File: src/rtl/vga_timing_pkg.sv
// Shared 640x480@60 timing constants, receiver FSM states and TinyVGA PMOD pin map.
// hvsync_generator and vga_sync_receiver both draw their defaults from here.
package vga_timing_pkg;

  localparam int H_DISPLAY  = 640;
  localparam int H_FRONT    = 16;
  localparam int H_SYNC     = 96;
  localparam int H_BACK     = 48;
  localparam int H_TOTAL    = H_DISPLAY + H_FRONT + H_SYNC + H_BACK;
  localparam int V_DISPLAY  = 480;
  localparam int V_BOTTOM   = 10;
  localparam int V_SYNC     = 2;
  localparam int V_TOP      = 33;
  localparam int V_TOTAL    = V_DISPLAY + V_BOTTOM + V_SYNC + V_TOP;

  // Receiver phase points: coordinate held in the input register on the first sync-high cycle
  localparam int H_EDGE     = 657;
  localparam int V_EDGE     = 490;
  localparam int V_EDGE_H   = 1;
  localparam int LOCK_LINES = 4;

  typedef enum logic [1:0] {SEARCH, HTRACK, LOCKED} rx_state_t;

  localparam int PMOD_HS = 7;
  localparam int PMOD_B0 = 6;
  localparam int PMOD_G0 = 5;
  localparam int PMOD_R0 = 4;
  localparam int PMOD_VS = 3;
  localparam int PMOD_B1 = 2;
  localparam int PMOD_G1 = 1;
  localparam int PMOD_R1 = 0;

  function automatic logic [5:0] pmod_rgb(input logic [7:0] p);
    return {p[PMOD_R1], p[PMOD_R0], p[PMOD_G1], p[PMOD_G0], p[PMOD_B1], p[PMOD_B0]};
  endfunction

endpackage

File: src/rtl/vga_sync_edge.sv
// Sync pin input register followed by rising-edge detect against the previous sample.
module vga_sync_edge (
  input  logic clk,
  input  logic rst,
  input  logic d,
  output logic rise
);

  logic q, prev;

  always_ff @(posedge clk or posedge rst) begin
    if (rst) begin
      q    <= 1'b0;
      prev <= 1'b0;
    end else begin
      q    <= d;
      prev <= q;
    end
  end

  assign rise = q & ~prev;

endmodule

File: src/rtl/vga_sync_receiver.sv
// Recovers hpos/vpos/rgb from the PMOD VGA bus, qualifies sync timing and tracks lock.
// Coordinates always name the pixel currently held in the rgb register.
module vga_sync_receiver #(
  parameter int H_TOTAL    = vga_timing_pkg::H_TOTAL,
  parameter int V_TOTAL    = vga_timing_pkg::V_TOTAL,
  parameter int H_DISPLAY  = vga_timing_pkg::H_DISPLAY,
  parameter int V_DISPLAY  = vga_timing_pkg::V_DISPLAY,
  parameter int H_EDGE     = vga_timing_pkg::H_EDGE,
  parameter int V_EDGE     = vga_timing_pkg::V_EDGE,
  parameter int V_EDGE_H   = vga_timing_pkg::V_EDGE_H,
  parameter int LOCK_LINES = vga_timing_pkg::LOCK_LINES
) (
  input  logic       clk,
  input  logic       reset,
  input  logic [7:0] vga_in,
  output logic [9:0] hpos,
  output logic [9:0] vpos,
  output logic [5:0] rgb,
  output logic       pixel_valid,
  output logic       frame_start,
  output logic       locked,
  output logic [7:0] err_count
);
  import vga_timing_pkg::*;

  localparam int GW = $clog2(LOCK_LINES + 1);

  logic            hs_edge, vs_edge;
  logic [5:0]      rgb_q;
  logic [9:0]      hcnt, vcnt, hcnt_nx, vcnt_nx;
  logic            h_at, v_at, h_good, h_bad, v_bad, h_wrap;
  rx_state_t       state, state_nx;
  logic [GW-1:0]   good_cnt, good_nx, good_sat;
  logic [7:0]      err_nx;

  vga_sync_edge u_hs (.clk(clk), .rst(reset), .d(vga_in[PMOD_HS]), .rise(hs_edge));
  vga_sync_edge u_vs (.clk(clk), .rst(reset), .d(vga_in[PMOD_VS]), .rise(vs_edge));

  always_ff @(posedge clk or posedge reset) begin
    if (reset) rgb_q <= '0;
    else       rgb_q <= pmod_rgb(vga_in);
  end

  // A check fails when the edge and the expected counter position disagree
  always_comb begin
    h_at   = hcnt == 10'(H_EDGE);
    v_at   = (vcnt == 10'(V_EDGE)) && (hcnt == 10'(V_EDGE_H));
    h_good = hs_edge && h_at;
    h_bad  = hs_edge ^ h_at;
    v_bad  = vs_edge ^ v_at;
    h_wrap = !hs_edge && (hcnt == 10'(H_TOTAL - 1));

    hcnt_nx = hs_edge ? 10'(H_EDGE + 1) : (h_wrap ? 10'd0 : hcnt + 10'd1);

    vcnt_nx = vcnt;
    if (vs_edge)
      vcnt_nx = h_wrap ? 10'((V_EDGE + 1) % V_TOTAL) : 10'(V_EDGE);
    else if (h_wrap)
      vcnt_nx = (vcnt == 10'(V_TOTAL - 1)) ? 10'd0 : vcnt + 10'd1;
  end

  always_comb begin
    good_sat = (good_cnt == GW'(LOCK_LINES)) ? good_cnt : good_cnt + GW'(1);
    state_nx = state;
    good_nx  = good_cnt;
    err_nx   = err_count;
    unique case (state)
      SEARCH: begin
        if (hs_edge) begin
          state_nx = HTRACK;
          good_nx  = '0;
        end
      end
      HTRACK: begin
        if (h_good)     good_nx = good_sat;
        else if (h_bad) good_nx = '0;
        if (vs_edge && good_cnt == GW'(LOCK_LINES)) state_nx = LOCKED;
      end
      LOCKED: begin
        if (h_bad || v_bad) begin
          state_nx = HTRACK;
          good_nx  = '0;
          if (err_count != 8'hff) err_nx = err_count + 8'd1;
        end else if (h_good) begin
          good_nx = good_sat;
        end
      end
      default: state_nx = SEARCH;
    endcase
  end

  always_ff @(posedge clk or posedge reset) begin
    if (reset) begin
      hcnt      <= '0;
      vcnt      <= '0;
      state     <= SEARCH;
      good_cnt  <= '0;
      err_count <= '0;
    end else begin
      hcnt      <= hcnt_nx;
      vcnt      <= vcnt_nx;
      state     <= state_nx;
      good_cnt  <= good_nx;
      err_count <= err_nx;
    end
  end

  assign hpos        = hcnt;
  assign vpos        = vcnt;
  assign rgb         = rgb_q;
  assign locked      = state == LOCKED;
  assign pixel_valid = locked && (hcnt < 10'(H_DISPLAY)) && (vcnt < 10'(V_DISPLAY));
  assign frame_start = locked && (hcnt == 10'd0) && (vcnt == 10'd0);

endmodule

File: config.mk
export PLATFORM = sky130hd
export DESIGN_NAME = vga_sync_receiver
export DESIGN_NICKNAME = d
export VERILOG_FILES = /design/src/rtl/vga_timing_pkg.sv /design/src/rtl/vga_sync_edge.sv /design/src/rtl/vga_sync_receiver.sv
export SDC_FILE = /design/constraint.sdc
export NUM_CORES = 1
export LEC_CHECK = 0
export ABC_AREA = 1
export BUFFER_PORTS_ARGS = -buffer_cell sky130_fd_sc_hd__buf_2
export CAP_MARGIN = 20
export CORE_ASPECT_RATIO = 1.5
export CORE_UTILIZATION = 55
export CTS_CLUSTER_DIAMETER = 50
export DETAILED_ROUTE_END_ITERATION = 12
export PLACE_DENSITY = 0.79
export SYNTH_ARGS = -nofsm -noshare
export SYNTH_HDL_FRONTEND = slang
export SYNTH_SLANG_ARGS = --single-unit
File: constraint.sdc
create_clock -name clk -period 2.3 [get_ports clk]
set_input_delay 0.69 -clock clk [delete_from_list [all_inputs] [get_ports clk]]
set_output_delay 0.69 -clock clk [all_outputs]
set_load 0.05 [all_outputs]
**Yosys cells after proc, flatten, opt, wreduce, memory -nomap -nowiden**

Index checks and enable logic that the tools add are counted.

- Register bits after elaboration: 43
- Logic and storage cells: 71
- Bits of input ports: 10
- Output and inout port bits: 37

- Mux-type cells: 17
- Bitwise operators: 6
- Order comparisons: 2
- Add/sub/neg operators: 4
- Reductions and logical operators: 18
- Eq/ne operators: 14

Operator list:

| cell | number |
|---|---|
| $mux W10 | 5 |
| $eq A10 B10 Y1 const B | 3 |
| $add A10 B1 Y10 const B | 2 |
| $logic_not A10 Y1 | 2 |
| $mux W3 | 6 |
| $eq A10 B1 Y1 const B | 1 |
| $eq A10 B9 Y1 const B | 1 |
| $lt A10 B10 Y1 const B | 1 |
| $lt A10 B9 Y1 const B | 1 |
| $pmux W3 S3 | 1 |
| $add A8 B1 Y8 const B | 1 |
| $logic_and A1 B1 Y1 | 8 |
| $ne A8 B8 Y1 const B | 1 |
| $mux W2 | 3 |
| $pmux W2 S3 | 1 |
| $reduce_and A3 Y1 | 2 |
| $ne A2 B2 Y1 const B | 2 |
| $reduce_and A4 Y1 | 1 |
| $add A3 B1 Y3 const B | 1 |
| $eq A3 B3 Y1 const B | 1 |
| $ne A3 B1 Y1 const B | 1 |
| $ne A3 B3 Y1 const B | 1 |
| $reduce_bool A3 Y1 | 1 |
| $and A1 B1 Y1 | 2 |
| 10 further kinds | 12 |

**Logic depth before layout (Yosys ltp)**

Gate-level depths: netlist of the first run.

- Depth in word-level cells: 6
- Depth in mapped cells: 14
- Mapped depth without buffers: 13

**Cells and area by module**

A second synthesis of the first run with hierarchy kept.

- Cells, all modules: 287
- Area total of the unflattened synthesis: 2386.0 µm²

By module, submodules not included:

| module | seq. area each (µm²) | cells each | times used | area each (µm²) |
|---|---|---|---|---|
| vga_sync_receiver | 975.9 | 277 | 1 | 2258.4 |
| vga_sync_edge | 50.0 | 5 | 2 | 63.8 |

**Worst setup path after synthesis of the first run**

OpenSTA, ideal clock, no wires.

- Path kind: reg2out
- From: register state[0]
- To: output port frame_start
- Buffers on the path: 0
- Setup slack: -0.784 ns
- Cell stages (with the launch flop): 7
- Data required time: 1.610 ns
- Arrival: 2.394 ns
- Path through: dfrtp_1 -> inv_1 -> ha_1 -> inv_1 -> nor2_1 -> nand3_1 -> nor3_1

- Cells in the longest elaborated chain, start to end: 3

RTL lines:

| item | line | source |
|---|---|---|
| start, declared | vga_sync_receiver.sv:32 | `rx_state_t state, state_nx;` |
| start signal, assigned | vga_sync_receiver.sv:102 | `state <= state_nx;` |
| $eq A2 B2 Y1 | vga_sync_receiver.sv:111 | `assign locked = state == LOCKED;` |
| via locked | vga_sync_receiver.sv:21 | `output logic locked,` |
| $logic_and A1 B1 Y1 (2 in series) | vga_sync_receiver.sv:113 | `assign frame_start = locked && (hcnt == 10'd0) && (vcnt == 10'd0);` |
| end, declared | vga_sync_receiver.sv:20 | `output logic frame_start,` |

The timed path passes the listed nets, and every way through them passes these cells.

**Worst setup path after layout of the first run**

- From: register vcnt[0] (netlist: vpos[0])
- To: output port frame_start

- Cells in the longest elaborated chain, start to end: 2

RTL lines:

| item | line | source |
|---|---|---|
| start, declared | vga_sync_receiver.sv:30 | `logic [9:0] hcnt, vcnt, hcnt_nx, vcnt_nx;` |
| start signal, assigned | vga_sync_receiver.sv:101 | `vcnt <= vcnt_nx;` |
| $logic_not A10 Y1 | vga_sync_receiver.sv:113 |  |
| $logic_and A1 B1 Y1 | vga_sync_receiver.sv:113 |  |

Every way passes these cells.

==> results of run 1 <==
## cell type report
type	instances	area, sq um	share of cell area, %
flip-flops and latches	43	1080	36.0
well taps	46	57.6	1.91
clock inverters	3	26.3	0.874
inverters	45	171	5.70
clock buffers	5	68.8	2.29
repair buffers	64	378	12.6
multi-input cells	201	1220	40.7
## sequential cells by signal (all words and copies together), names as in the netlist, 2 cells and up
| register | cells |
|---|---|
| hpos | 10 |
| err_count | 8 |
| rgb | 6 |
| vpos | 10 |
| good_cnt | 3 |
| state | 2 |
## how the worst max path moves through the flow
stage / end / cells after the start
finish: frame_start / 7
global route: frame_start / 7
CTS: frame_start / 7
detailed placement: err_count[3]$_DFFE_PP0P_ / 10
global placement: err_count[3]$_DFFE_PP0P_ / 10
floorplan: frame_start / 6
## per-stage QoR
stage | hold slack, ps | total power, mW | TNS, ps | utilization (%)
6_report | 381 | 2.65 | 0 | 71.4
5_1_grt | 400 | 2.80 | -26.6 | 71.4
4_1_cts | 384 | 2.61 | 0 | 68.6
3_5_place_dp | 363 | 2.06 | 0 | 65.0
3_3_place_gp | 358 | 2.04 | 0 | 65.0
2_1_floorplan | 354 | 1.81 | 0 | -
## cells in the mapped netlist
master / number
o311ai_0: 1
nor3b_1: 2
nand3_1: 17
nor4_4: 1
or2_2: 2
o21bai_1: 2
nand3_2: 1
o21ai_2: 1
buf_6: 1
o22ai_1: 2
o2111ai_1: 1
o21ai_1: 4
inv_2: 1
nor2_2: 2
o21ai_0: 16
a31oi_1: 2
xor2_1: 6
nor2_1: 29
nor4_1: 2
nand2_1: 60
nand2_2: 3
nor3_1: 5
a21oi_1: 12
inv_1: 44
nand4_1: 5
nor2_4: 2
and3_1: 1
dfrtp_1: 43
ha_1: 15
nand3b_1: 1
buf_4: 1
xnor2_1: 6
## power by group
part | total (mW) | switching [mW] | internal, mW
logic | 1.15 | 0.797 | 0.351
clock network | 0.505 | 0.282 | 0.223
registers | 0.993 | 0.124 | 0.869
## repair_timing
action | 4_1_cts | 5_1_grt
hold endpoints to repair | 0 | 0
buffers inserted | 4 | 7
endpoints found under the setup margin | 2 | 8
gates resized for setup | 8 | 18
pin swaps | 3 | 6
## logic make-up after synthesis
| logic type | count (synthesis) | synth area share (%) |
|---|---|---|
| compound gates | 41 | 9.45 |
| xor+xnor | 12 | 4.38 |
| fa+ha+maj | 15 | 7.83 |
| buf+inv | 47 | 7.83 |
| flops | 43 | 44.9 |
| simple gates | 133 | 25.6 |
## metal layers
metal	global-route usage (%)	up-vias
li1	-	1078
met1	26.9	1041
met2	44.6	80
met3	3.89	14
met4	10.2	0
met5	0	-
==> impl_metrics.csv, run 1 <==
group,metric,value,unit
run_status,status,"finished clean",
route,vias_per_cell,5.44,
route,num_vias,2213,
global_routing,grt_pass1_vias,2118,
hold_path,whs_path_depth,0,
yosys,yosys.cell_types.count,32,
cts,cts.sinks,43,
worst_setup_path,slowest_stage,"dfrtp_2",
worst_setup_path,worstSetupPathType,"reg -> out",
yosys,synth_fp_nets,316,
yosys,ys_seq_elements,43,
route,drc,0,
worst_setup_path,crit_buf_inv,2,
floorplan,ios,47,
power,p_per_area,880,nW/um^2
yosys,synthCells,291,
global_routing,antenna_found_initial,0,
cells_and_area,instances_no_fill,407,
timing,period_needed,2280,ps
worst_setup_path,r2r-start,"hpos[6]$_DFF_PP0_",
route,wl_met2,2900,um
worst_setup_path,r2r_slack,200,ps
yosys,yosys.area.top_type,"dfrtp_1",
placed_design,placed_area,2730,sq um
cells_and_area,fin_nets,385,
global_routing,grt_util_all_layers,24.1,%
worst_setup_path,crit_chain,"inv_4 -> ha_4 -> nand3_2 -> nor2_1 -> nand2_1 -> nor3_4 -> buf_6",
placed_design,hpwl,3860,um
floorplan,start_util,57.0,%
global_routing,grt_max_degree,44,
timing,fin_skew,6.71,ps
power,ir_drop,0.000787,V
hold_path,hold_path.startpoint,"u_hs.q$_DFF_PP0_",
timing,fin_crit_sh,99.1,%
route,wire_per_inst,13.5,um
yosys,synth_top_area_share,44.9,%
cts,clk_latency,310,ps
route,firstDrtPassIters,4,
power,p_leak,1.56,nW
worst_setup_path,required,1610,ps
worst_setup_path,cp-start-kind,"flip-flop",
cells_and_area,fill_cells,344,
timing,rsz0062_at_grt,"true",
placed_design,port_buffers,46,
timing,hold_viol_final,0,
global_routing,grt_overflow,0,
timing,max_freq,0.439,GHz
yosys,ys_seq_area_share,44.9,%
cts,cts_root_buf,"clkbuf_8",
timing,drv_slew,0,
yosys,yosys_warnings,0,
cells_and_area,drive_gt1_share,28.5,%
route,wl,5480,um
timing,slew_headroom,64.4,%
yosys,synth_top_cells_by_area,"dfrtp_1 (45%), nand2_1 (9.4%), ha_1 (7.8%), inv_1 (6.9%), nor2_1 (4.5%)",
route,met1_length,2160,um
cts,ctsHtreeMaxLevel,2,
timing,timing.final.ws_setup,21.6,ps
worst_setup_path,critical_path.startpoint,"vpos[0]$_DFFE_PP0P_",
worst_setup_path,max_stage_delay,440,ps
placed_design,dp_cells,388,
cells_and_area,postLayoutCellArea,3010,sq um
timing,setup-violations-final,0,
placed_design,preCtsSetupSlack,107,ps
placed_design,globalplace.congestion,0.922,
worst_setup_path,r2r_cells,10,
cells_and_area,final_common_cell,"nand2_1",
route,final_antenna_net_count,0,
worst_setup_path,timing.rr.end,"err_count[3]$_DFFE_PP0P_",
hold_path,hold_path_class,"reg -> reg",
worst_setup_path,cp.arrival,1590,ps
cts,clock_path_buffers,2,
floorplan,rows,29,
hold_path,min_to,"u_hs.prev$_DFF_PP0_",
floorplan,die_h,82.9,um
floorplan,core_area,4210,sq um
worst_setup_path,critPathTopFamily,"simple AND/OR/NAND/NOR gates",
job,maxCapViolCount,0,
yosys,syn_avg_cell_area,8.24,sq um
cts,clk_pin_slew,90,ps
cells_and_area,layout_common_cells,"nand2_1 (60), buf_2 (44), inv_1 (41), dfrtp_1 (39), nor2_1 (27)",
floorplan,die_area,4630,sq um
cells_and_area,num_antenna_cells,0,
timing,tightestPinTransition,534,ps
global_routing,grt_first_pass_wirelength,8940,um
worst_setup_path,crit_path_end_kind,"primary output",
cts,cts_buffers,5,
route,met3_length,283,um
worst_setup_path,crit_path_max_fanout,4,
cts,holdBufCountCts,0,
cells_and_area,syn_to_final_growth,25.4,%
yosys,syn_area,2400,sq um
route,highest_layer,"met4",
route,detail_route.iter0.violations,97,
cts,cts_tree,"built",
floorplan,die_x,55.9,um
Power figures use the tool's default switching activity.
==> run 2, diff against run 1 <==
Settings changed: ABC_AREA 1 to not set.
==> run 2 against run 1 <==
Net effect: the run now ends with setup timing left; cell count decreased by 14%; sequential share of layout area increased by 0.23 points; combinational power decreased by 6%; largest power group unchanged; clock power decreased by 4.4%; wire length increased by 3.7%; largest cell class unchanged; die area decreased by 2.0%.
==> impl_metrics.csv, run 2 <==
group,metric,value,unit
yosys,syn_avg_cell_area,10.2,sq um
cells_and_area,fin_nets,331,
power,p_total,2.53,mW
power,p_per_area,846,nW/um^2
worst_setup_path,cp-start-kind,"flip-flop",
yosys,synth_top_area_share,45.8,%
route,num_vias,2027,
timing,drv_slew,0,
timing,period_needed,2540,ps
worst_setup_path,crit_path_max_fanout,7,
cts,cts.sinks,43,
cts,clock_path_buffers,2,
cells_and_area,ff_latch_area,1080,sq um
cells_and_area,multi_input_area,1230,sq um
global_routing,grt_max_degree,44,
placed_design,globalplace.congestion,0.845,
job,maxCapViolCount,0,
yosys,synth_fp_nets,255,
yosys,synth_top_cells_by_area,"dfrtp_1 (46%), ha_1 (8.0%), xnor2_1 (3.4%), o21ai_0 (3.2%), inv_1 (2.9%)",
yosys,yosys.area.top_type,"dfrtp_1",
floorplan,rows,28,
yosys,yosysMostFrequentCell,"dfrtp_1",
worst_setup_path,setup.worst_path.end,"err_count[1]$_DFFE_PP0P_",
yosys,synth_edf_count,0,
worst_setup_path,r2r_slack,-240,ps
timing,max_freq,0.393,GHz
global_routing,grt_pass1_vias,1873,
yosys,syn_area,2350,sq um
route,final_antenna_net_count,0,
worst_setup_path,timing.rr.end,"err_count[1]$_DFFE_PP0P_",
cts,ctsHtreeMaxLevel,2,
cts,cts_tree,"built",
hold_path,hold_path_class,"reg -> reg",
timing,rsz0062_at_grt,"true",
route,wl_met2,3000,um
placed_design,hpwl,3990,um
timing,fin_crit_sh,111,%
timing,tns,-2490,ps
run_status,status,"finished with violations",
yosys,async_flop_share,100,%
global_routing,antenna_found_initial,0,
worst_setup_path,crit_path_end_kind,"flip-flop",
floorplan,die_x,55.4,um
floorplan,core_area,4030,sq um
route,wire_per_inst,16.1,um
timing,timing.final.ws_setup,-243,ps
route,detail_route.iter0.violations,69,
worst_setup_path,crit_chain,"inv_2 -> ha_4 -> nor4b_4 -> nand4_1 -> ha_1 -> or4_1 -> a2bb2oi_2 -> and3_4 -> mux2_4",
yosys,ys_seq_elements,43,
worst_setup_path,slowest_stage,"or4_1",
worst_setup_path,required,2490,ps
worst_setup_path,critical_path.startpoint,"hpos[1]$_DFF_PP0_",
yosys,ys.flop_type,"dfrtp_1",
cells_and_area,num_antenna_cells,0,
worst_setup_path,critPathTopFamily,"simple AND/OR/NAND/NOR gates",
yosys,synthTopCellsByCount,"dfrtp_1 (43), inv_1 (18), nand2_1 (18)",
worst_setup_path,worstSetupPathType,"reg -> reg",
global_routing,grt_util_all_layers,26.3,%
placed_design,placed_area,2830,sq um
route,met3_length,284,um
run_status,violations,"setup timing",
cts,clk_latency,300,ps
hold_path,whs_path_depth,0,
floorplan,die_area,4540,sq um
route,met1_length,2320,um
global_routing,grt_first_pass_wirelength,9090,um
cells_and_area,syn_to_final_growth,27.5,%
worst_setup_path,r2r_cells,9,
cells_and_area,drive_gt1_share,36.8,%
floorplan,ios,47,
cts,cts_root_buf,"clkbuf_8",
timing,setup-violations-final,14,
worst_setup_path,r2r-start,"hpos[1]$_DFF_PP0_",
timing,hold_viol_final,0,
power,p_leak,1.40,nW
worst_setup_path,cp.arrival,2730,ps
worst_setup_path,path_depth,9,
cts,clk_pin_slew,80,ps
route,firstDrtPassIters,4,
route,vias_per_cell,5.76,
floorplan,start_util,58.3,%
cells_and_area,layout_common_cells,"buf_2 (44), dfrtp_1 (37), buf_4 (31), nor2_1 (16), nand2_1 (16)",
cells_and_area,instances_no_fill,352,
worst_setup_path,max_stage_delay,420,ps
yosys,synthCells,230,
cells_and_area,postLayoutCellArea,2990,sq um
global_routing,grt_overflow,0,
timing,tightestPinTransition,554,ps
cells_and_area,fill_cells,309,
power,ir_drop,0.000859,V
route,drc,0,
timing,slew_headroom,62.9,%
placed_design,preCtsSetupSlack,-236,ps
yosys,yosys.cell_types.count,53,
worst_setup_path,crit_buf_inv,1,
timing,fin_skew,4.92,ps
yosys,ys_seq_area_share,45.8,%
placed_design,port_buffers,46,
cts,cts_buffers,5,
placed_design,dp_cells,342,
floorplan,die_h,82.0,um
yosys,yosys_warnings,0,
route,highest_layer,"met4",
route,wl,5680,um
cts,holdBufCountCts,0,
cells_and_area,final_common_cell,"buf_2",
run 2: cell types whose count changed after synthesis, sizes merged, moves of 5 or more:
cell / delta
nand2: -44
inv: -27
nor2: -17
a21oi: -9
nand3: -8
and3: +5
o21ai: -5
run 2: worst min path at each step:
stage / start / end / slack, ps
3_3_place_gp: u_vs.q$_DFF_PP0_ / u_vs.prev$_DFF_PP0_ / 380
2_1_floorplan: u_hs.q$_DFF_PP0_ / u_hs.prev$_DFF_PP0_ / 350
6_report: u_hs.q$_DFF_PP0_ / u_hs.prev$_DFF_PP0_ / 410
3_5_place_dp: u_hs.q$_DFF_PP0_ / u_hs.prev$_DFF_PP0_ / 390
5_1_grt: u_hs.q$_DFF_PP0_ / u_hs.prev$_DFF_PP0_ / 420
4_1_cts: u_hs.q$_DFF_PP0_ / u_hs.prev$_DFF_PP0_ / 410
run 2: worst reg2reg max path, stage by stage (launching register included):
cell and delay, ps:
dfrtp_2 410, inv_2 80, ha_4 120, nor4b_4 220
nand4_1 190, ha_1 340, or4_1 420, a2bb2oi_2 150
and3_4 200, mux2_4 300
run 2: cells by family (layout without fill, tap and decap cells):
family	count (synthesis)	after routing	share of synthesized area, %
mux	2	2	1.07
simple gates	90	90	22.7
flops	43	43	45.8
fa+ha+maj	15	15	7.99
xor+xnor	14	14	5.22
buf+inv	25	102	4.90
compound gates	41	41	12.3
run 2: power breakdown:
part	leakage (nW)	internal, mW	switching [mW]
sequential	0.506	0.858	0.113
clock	0.0402	0.211	0.271
combinational	0.855	0.391	0.688
run 2: final cells by class:
type                            count  area share [%]
Multi-Input combinational cell    162            41.2
Timing Repair Buffer               76            15.5
Tap cell                           45            1.88
Inverter                           18            2.26
Clock inverter                      3           0.669
Clock buffer                        5            2.30
Sequential cell                    43            36.2
run 2: through the flow:
| step | utilization [%] | hold WS, ps |
|---|---|---|
| 6_report | 74.3 | 413 |
| 5_1_grt | 74.3 | 415 |
| 4_1_cts | 74.3 | 413 |
| 3_5_place_dp | 70.3 | 395 |
| 3_3_place_gp | 70.3 | 378 |
| 2_1_floorplan | - | 355 |
run 2: per-layer routing:
metal / vias to the layer above / track usage [%]
met5: - / 0
met1: 977 / 31.5
li1: 966 / -
met4: 0 / 9.25
met2: 76 / 47.5
met3: 8 / 4.88
run 2: repair_timing:
item                                    CTS  global route
gates resized for setup                  14             2
endpoints found under the setup margin   15            15
pin swaps                                 7             0
buffers inserted                          2             0
